===== src/rtl/decode_stage_pkg.sv =====
// Shared types for the decode/operand-fetch stage: ALU operation encodings,
// supported opcodes and the decoded-instruction record held in the output register.
package decode_stage_pkg;

    // Width of the decoded-instruction record; the stage's XLEN must match it.
    localparam int XLEN_DEF = 32;

    localparam logic [4:0] REG_ZERO = 5'd0;

    typedef enum logic [2:0] {
        ADD  = 3'b000,
        SLL  = 3'b001,
        SLT  = 3'b010,
        SLTU = 3'b011,
        XOR  = 3'b100,
        SR   = 3'b101,
        OR   = 3'b110,
        AND  = 3'b111
    } alu_funct3_e;

    typedef enum logic [6:0] {
        F7_NONE = 7'b0000000,
        NEG     = 7'b0100000
    } alu_funct7_e;

    typedef enum logic [6:0] {
        OP     = 7'b0110011,
        OP_IMM = 7'b0010011,
        LUI    = 7'b0110111
    } opcode_e;

    typedef struct packed {
        logic [XLEN_DEF-1:0] op1;
        logic [XLEN_DEF-1:0] op2;
        alu_funct3_e         funct3;
        alu_funct7_e         funct7;
        logic [4:0]          rd;
        logic                illegal;
    } decoded_instr_t;

endpackage


===== src/rtl/decode_stage_regfile.sv =====
// Integer register file: two combinational read ports, one synchronous write port,
// x0 hardwired to zero, and same-cycle write-to-read bypass.
module decode_stage_regfile
    import decode_stage_pkg::*;
#(
    parameter int XLEN     = 32,
    parameter int NUM_REGS = 32
) (
    input  logic                 clk_i,
    input  logic                 rst_ni,
    input  logic [1:0][4:0]      raddr_i,
    output logic [1:0][XLEN-1:0] rdata_o,
    input  logic                 we_i,
    input  logic [4:0]           waddr_i,
    input  logic [XLEN-1:0]      wdata_i
);

    logic [XLEN-1:0] regs_q [NUM_REGS];

    // Entry 0 is only ever reset, so it folds away to a constant.
    always_ff @(posedge clk_i or negedge rst_ni) begin
        if (!rst_ni) begin
            for (int i = 0; i < NUM_REGS; i++) begin
                regs_q[i] <= '0;
            end
        end else if (we_i && (waddr_i != REG_ZERO)) begin
            regs_q[waddr_i] <= wdata_i;
        end
    end

    for (genvar gi = 0; gi < 2; gi++) begin : g_read
        assign rdata_o[gi] = (raddr_i[gi] == REG_ZERO)                ? '0 :
                             (we_i && (waddr_i == raddr_i[gi]))       ? wdata_i :
                                                                        regs_q[raddr_i[gi]];
    end

endmodule


===== src/rtl/decode_stage.sv =====
// Decode/operand-fetch stage: decodes OP, OP-IMM and LUI into ALU operands and
// presents them from a valid/ready output register.
module decode_stage
    import decode_stage_pkg::*;
#(
    parameter int XLEN     = 32,
    parameter int NUM_REGS = 32
) (
    input  logic            clk_i,
    input  logic            rst_ni,
    input  logic [31:0]     instr_i,
    input  logic            instr_valid_i,
    output logic            instr_ready_o,
    input  logic            wb_we_i,
    input  logic [4:0]      wb_rd_i,
    input  logic [XLEN-1:0] wb_data_i,
    output logic [XLEN-1:0] operand_1_o,
    output logic [XLEN-1:0] operand_2_o,
    output alu_funct3_e     funct3_o,
    output alu_funct7_e     funct7_o,
    output logic [4:0]      rd_o,
    output logic            illegal_o,
    output logic            out_valid_o,
    input  logic            out_ready_i
);

    logic [1:0][XLEN-1:0] rs_data;
    decoded_instr_t       dec_d;
    decoded_instr_t       out_d, out_q;
    logic                 out_valid_d, out_valid_q;
    logic                 accept;

    decode_stage_regfile #(
        .XLEN     (XLEN),
        .NUM_REGS (NUM_REGS)
    ) u_regfile (
        .clk_i   (clk_i),
        .rst_ni  (rst_ni),
        .raddr_i ({instr_i[24:20], instr_i[19:15]}),
        .rdata_o (rs_data),
        .we_i    (wb_we_i),
        .waddr_i (wb_rd_i),
        .wdata_i (wb_data_i)
    );

    always_comb begin
        dec_d         = '0;
        dec_d.funct3  = ADD;
        dec_d.funct7  = F7_NONE;
        dec_d.illegal = 1'b0;
        case (instr_i[6:0])
            OP: begin
                dec_d.op1    = rs_data[0];
                dec_d.op2    = rs_data[1];
                dec_d.funct3 = alu_funct3_e'(instr_i[14:12]);
                dec_d.funct7 = alu_funct7_e'(instr_i[31:25]);
                dec_d.rd     = instr_i[11:7];
            end
            OP_IMM: begin
                dec_d.op1    = rs_data[0];
                dec_d.op2    = XLEN_DEF'($signed(instr_i[31:20]));
                dec_d.funct3 = alu_funct3_e'(instr_i[14:12]);
                // Only shift-right uses the upper immediate bits as an arithmetic/logical select.
                if (instr_i[14:12] == SR) begin
                    dec_d.funct7 = alu_funct7_e'(instr_i[31:25]);
                end
                dec_d.rd     = instr_i[11:7];
            end
            LUI: begin
                dec_d.op2 = XLEN_DEF'($signed({instr_i[31:12], 12'b0}));
                dec_d.rd  = instr_i[11:7];
            end
            default: dec_d.illegal = 1'b1;
        endcase
    end

    assign instr_ready_o = !out_valid_q || out_ready_i;
    assign accept        = instr_valid_i && instr_ready_o;

    always_comb begin
        out_d       = out_q;
        out_valid_d = out_valid_q;
        if (accept) begin
            out_d       = dec_d;
            out_valid_d = 1'b1;
        end else if (out_ready_i) begin
            out_valid_d = 1'b0;
        end
    end

    always_ff @(posedge clk_i or negedge rst_ni) begin
        if (!rst_ni) begin
            out_q       <= '0;
            out_valid_q <= 1'b0;
        end else begin
            out_q       <= out_d;
            out_valid_q <= out_valid_d;
        end
    end

    assign operand_1_o = out_q.op1;
    assign operand_2_o = out_q.op2;
    assign funct3_o    = out_q.funct3;
    assign funct7_o    = out_q.funct7;
    assign rd_o        = out_q.rd;
    assign illegal_o   = out_q.illegal;
    assign out_valid_o = out_valid_q;

endmodule


===== config.mk =====
export PLATFORM = sky130hd
export DESIGN_NAME = decode_stage
export DESIGN_NICKNAME = d
export VERILOG_FILES = /design/src/rtl/decode_stage_pkg.sv /design/src/rtl/decode_stage_regfile.sv /design/src/rtl/decode_stage.sv
export SDC_FILE = /design/constraint.sdc
export NUM_CORES = 2
export LEC_CHECK = 0
export BUFFER_PORTS_ARGS = -buffer_cell sky130_fd_sc_hd__buf_2
export CAP_MARGIN = 0
export CORE_UTILIZATION = 58
export DETAILED_ROUTE_END_ITERATION = 6
export PLACE_DENSITY = 0.84
export SETUP_SLACK_MARGIN = 0.05
export SLEW_MARGIN = 20
export SYNTH_ARGS = -nofsm -noshare
export SYNTH_HDL_FRONTEND = slang
export SYNTH_SLANG_ARGS = --single-unit

===== constraint.sdc =====
create_clock -name clk_i -period 2 [get_ports clk_i]
set_input_delay 0 -clock clk_i [delete_from_list [all_inputs] [get_ports clk_i]]
set_output_delay 0 -clock clk_i [all_outputs]
set_load 0.005 [all_outputs]

==> flow_summary.ini <==
[worst_setup_path]
crit_fanout = 3
worstSetupEndpointType = register
path_type_of_the_worst_setup_path = register to register
startpoint_type = register
cp_data_arrival_time_ns = 2.53
critPathRequiredTime_ns = 2.60

[clock_tree]
cts_root_buffer = clkbuf_16
cts.reportedPaths.clkPinSlew_ns = 0.06
clock_tree.htree_level_count = 3
post-cts-setup-buffers = 0
tritoncts.num_buffers = 112
clockBufferDepth = 3
clk_latency_ns = 0.74
cts_tree = done
clkSinkCount = 1105

[floorplan]
floorplan.die.height_um = 317
die_area_um2 = 100000
io-pin-count = 156
fp.coreArea_um2 = 98300
placement_rows = 115
initial_utilization_pct = 58.5
chipWidth_um = 317

[timing]
slew_violations = 0
skew_ns = 0.0251
rsz0062_at_grt = no
worst-slew-pin-transition_ns = 1.15
fin_setup_tns_ns = 0
relSlewSlack_pct = 23.1
report.final.setup_viol = 0
fin_crit_sh_pct = 96.4
final.hold.worst_slack_ns = 0.0208
fmax_mhz = 519
hold_violations = 0
post-route-min-period_ns = 1.93

[grt]
grt.total_usage_pct = 40.0
largest_net_degree_at_the_start_of_global_routing = 69
grt_overflow = 0
grt_pass1_vias = 44100
antenna_found_initial = 6
wire_length_of_the_first_global_routing_pass_mm = 291

[yosys]
synth_top_cell_area_share_pct = 48.1
number_of_enable_flip_flop_cells_after_synthesis = 0
post_synth_instance_area_um2 = 57500
synth.avg_cell_area_um2 = 14.2
async_reset_ff_share_pct = 100
postSynthNetCount = 4121
netlist_top_cells_area = dfrtp_1, mux2_2, mux4_2
main_synth_ff_type = dfrtp_1
yosys.area.top_type = dfrtp_1
synth_sequential_area_ratio_pct = 48.1
synth.yosys.warnings = 0
synth.lib_cells_used.distinct = 57
synth_cells = 4047
ys_ff_latch = 1105

[worst_hold_path]
hp-class = input pin to register

[power]
share_clk_of_total_power_pct = 34.6
ir_drop_mv = 0.680
power.net_switching_uw = 17900
internal_power_uw = 46500
power_switching_share_pct = 27.8
report.power.total_uw = 64300
power.leakage_uw = 0.0298
power.combinational.fraction_pct = 19.4
share_of_total_power_in_sequential_cells_pct = 46.0
powerDensity_nw_per_um2 = 956

[placement]
placedInstanceArea_um2 = 62700
port_buffers = 155
place.detailed.hpwl_mm = 121
gp_congestion = 0.943

[routing]
vias = 43100
drc_errors = 0
drt_iter0_markers = 6309
postRouteWirelength_mm = 200
initial_drt_pass_iterations = 6
via_per_inst = 7.61
antenna_violating_nets_post_route = 0
wl_per_cell_um = 35.3

[layout]
area_growth_syn_to_layout_pct = 17.2
fillerInstances = 6054
layout.cells.most_common_list = dfrtp_1, mux2_2, mux4_2, mux2i_1, buf_4
drive_above_1_share_pct = 48.1
nets = 4355
layout_commonest_cell = dfrtp_1
finish.instance_area_um2 = 67300

[run_status]
status = complete, no violations

[job]
max-cap-violations = 0
-- sequential cells by signal, summed over array words and instances, names as in the netlist --
signal and count:
operand_1_o 32, out_valid_o 1, funct7_o 7, u_regfile.regs_q 1024, operand_2_o 32, funct3_o 3, illegal_o 1, rd_o 5
-- per-layer routing --
layer / part of all wire, % / global-route usage (%) / vias up / routed length [um]
li1: - / - / 16200 / -
met5: 0.042 / 0 / - / 83
met4: 7.6 / 25.6 / 9 / 15300
met2: 43 / 56.8 / 3930 / 85300
met1: 34 / 50.1 / 21900 / 67700
met3: 16 / 17.7 / 1091 / 31500
-- synth_stat cells, types with 3 or more instances --
cell	n
a21oi_1	29
a222oi_1	7
a22o_1	45
nand3_1	34
xor2_1	6
a211oi_1	94
buf_2	90
o22ai_1	78
nor4b_1	3
or2_2	4
mux2i_1	318
nand2b_1	11
o21ai_0	16
nor4_1	4
xnor2_1	4
o31ai_1	15
o22a_1	14
and3_1	5
o221ai_1	37
nor2_1	71
dfrtp_1	1105
nand4_1	21
nand2_1	63
buf_1	65
nor4bb_1	4
nor3_1	10
clkbuf_1	281
a221oi_1	18
nor2b_1	8
a31oi_1	16
a22oi_1	130
mux2_2	994
a221o_1	34
nor3b_1	5
and2_1	5
nand3b_1	3
mux4_2	355
buf_4	18
-- kinds of logic (layout without fill, tap and decap cells) --
family / after synthesis / after routing / share of synthesized area, %
multiplexers: 1667 / 1667 / 38.9
flip-flops: 1105 / 1105 / 48.1
AO/OA/AOI/OAI: 544 / 544 / 7.16
buffers and inverters: 458 / 787 / 3.33
AND/OR/NAND/NOR: 263 / 263 / 2.29
XOR/XNOR: 10 / 10 / 0.152
other: 0 / 4 / 0
-- through the flow --
stage | utilization [%] | cells | setup WS (ns)
floorplan | - | 4047 | -0.0390
finish | 68.5 | 5667 | 0.0730
CTS | 68.4 | 5663 | 0.0775
detailed placement | 63.8 | 5392 | -0.513
global placement | 63.8 | 5392 | -0.479
global route | 68.5 | 5665 | 0.0603
-- power by group through the flow --
| stage | Sequential (uW) | Combinational (uW) | Clock, uW |
|---|---|---|---|
| floorplan | 28500 | 8740 | 0 |
| global placement | 29200 | 11500 | 0 |
| detailed placement | 29600 | 11900 | 0 |
| CTS | 29300 | 12300 | 22200 |
| global route | 29900 | 13100 | 23100 |
| finish | 29600 | 12500 | 22200 |
-- cell type report --
class | count | area (um^2) | share of cell area [%]
Inverter | 1 | 3.75 | 0.00558
Clock buffer | 174 | 3330 | 4.94
Timing Repair Buffer | 577 | 5930 | 8.81
Tap cell | 1287 | 1610 | 2.39
Sequential cell | 1105 | 27700 | 41.1
Multi-Input combinational cell | 2484 | 28200 | 42.0
Clock inverter | 35 | 536 | 0.796
Antenna cell | 4 | 10.0 | 0.0149
-- path summary, 6_finish.rpt --
kind | start | endpoint | slack [ns] | cells after the start
worst max-delay path | u_regfile.regs_q[129] | operand_1_o[1] | 0.07 | 5
worst min-delay path | instr_i[5] | operand_2_o[17] | 0.02 | 6
worst max register to register | u_regfile.regs_q[129] | operand_1_o[1] | 0.07 | 5
worst min register to register | u_regfile.regs_q[992] | u_regfile.regs_q[992] | 0.40 | 0
max in group asynchronous | rst_ni | operand_1_o[22] | 1.29 | 4
min in group asynchronous | rst_ni | u_regfile.regs_q[674] | 0.07 | 3
-- critical path, stage by stage, from the launching register on --
cell and delay (ns):
dfrtp_1 0.40, mux4_2 0.49, a22o_1 0.26, a211oi_2 0.26
a211oi_1 0.11, a221o_1 0.29
-- repair_timing --
action                     in CTS  in global routing
gates resized for setup         3                 10
pin swaps                       0                  2
setup endpoints to repair       3                 38
cloned                          0                  0
hold endpoints to repair     2168                  0
hold buffers                   62                  0
No activity file was read; power rests on OpenSTA's default activity.
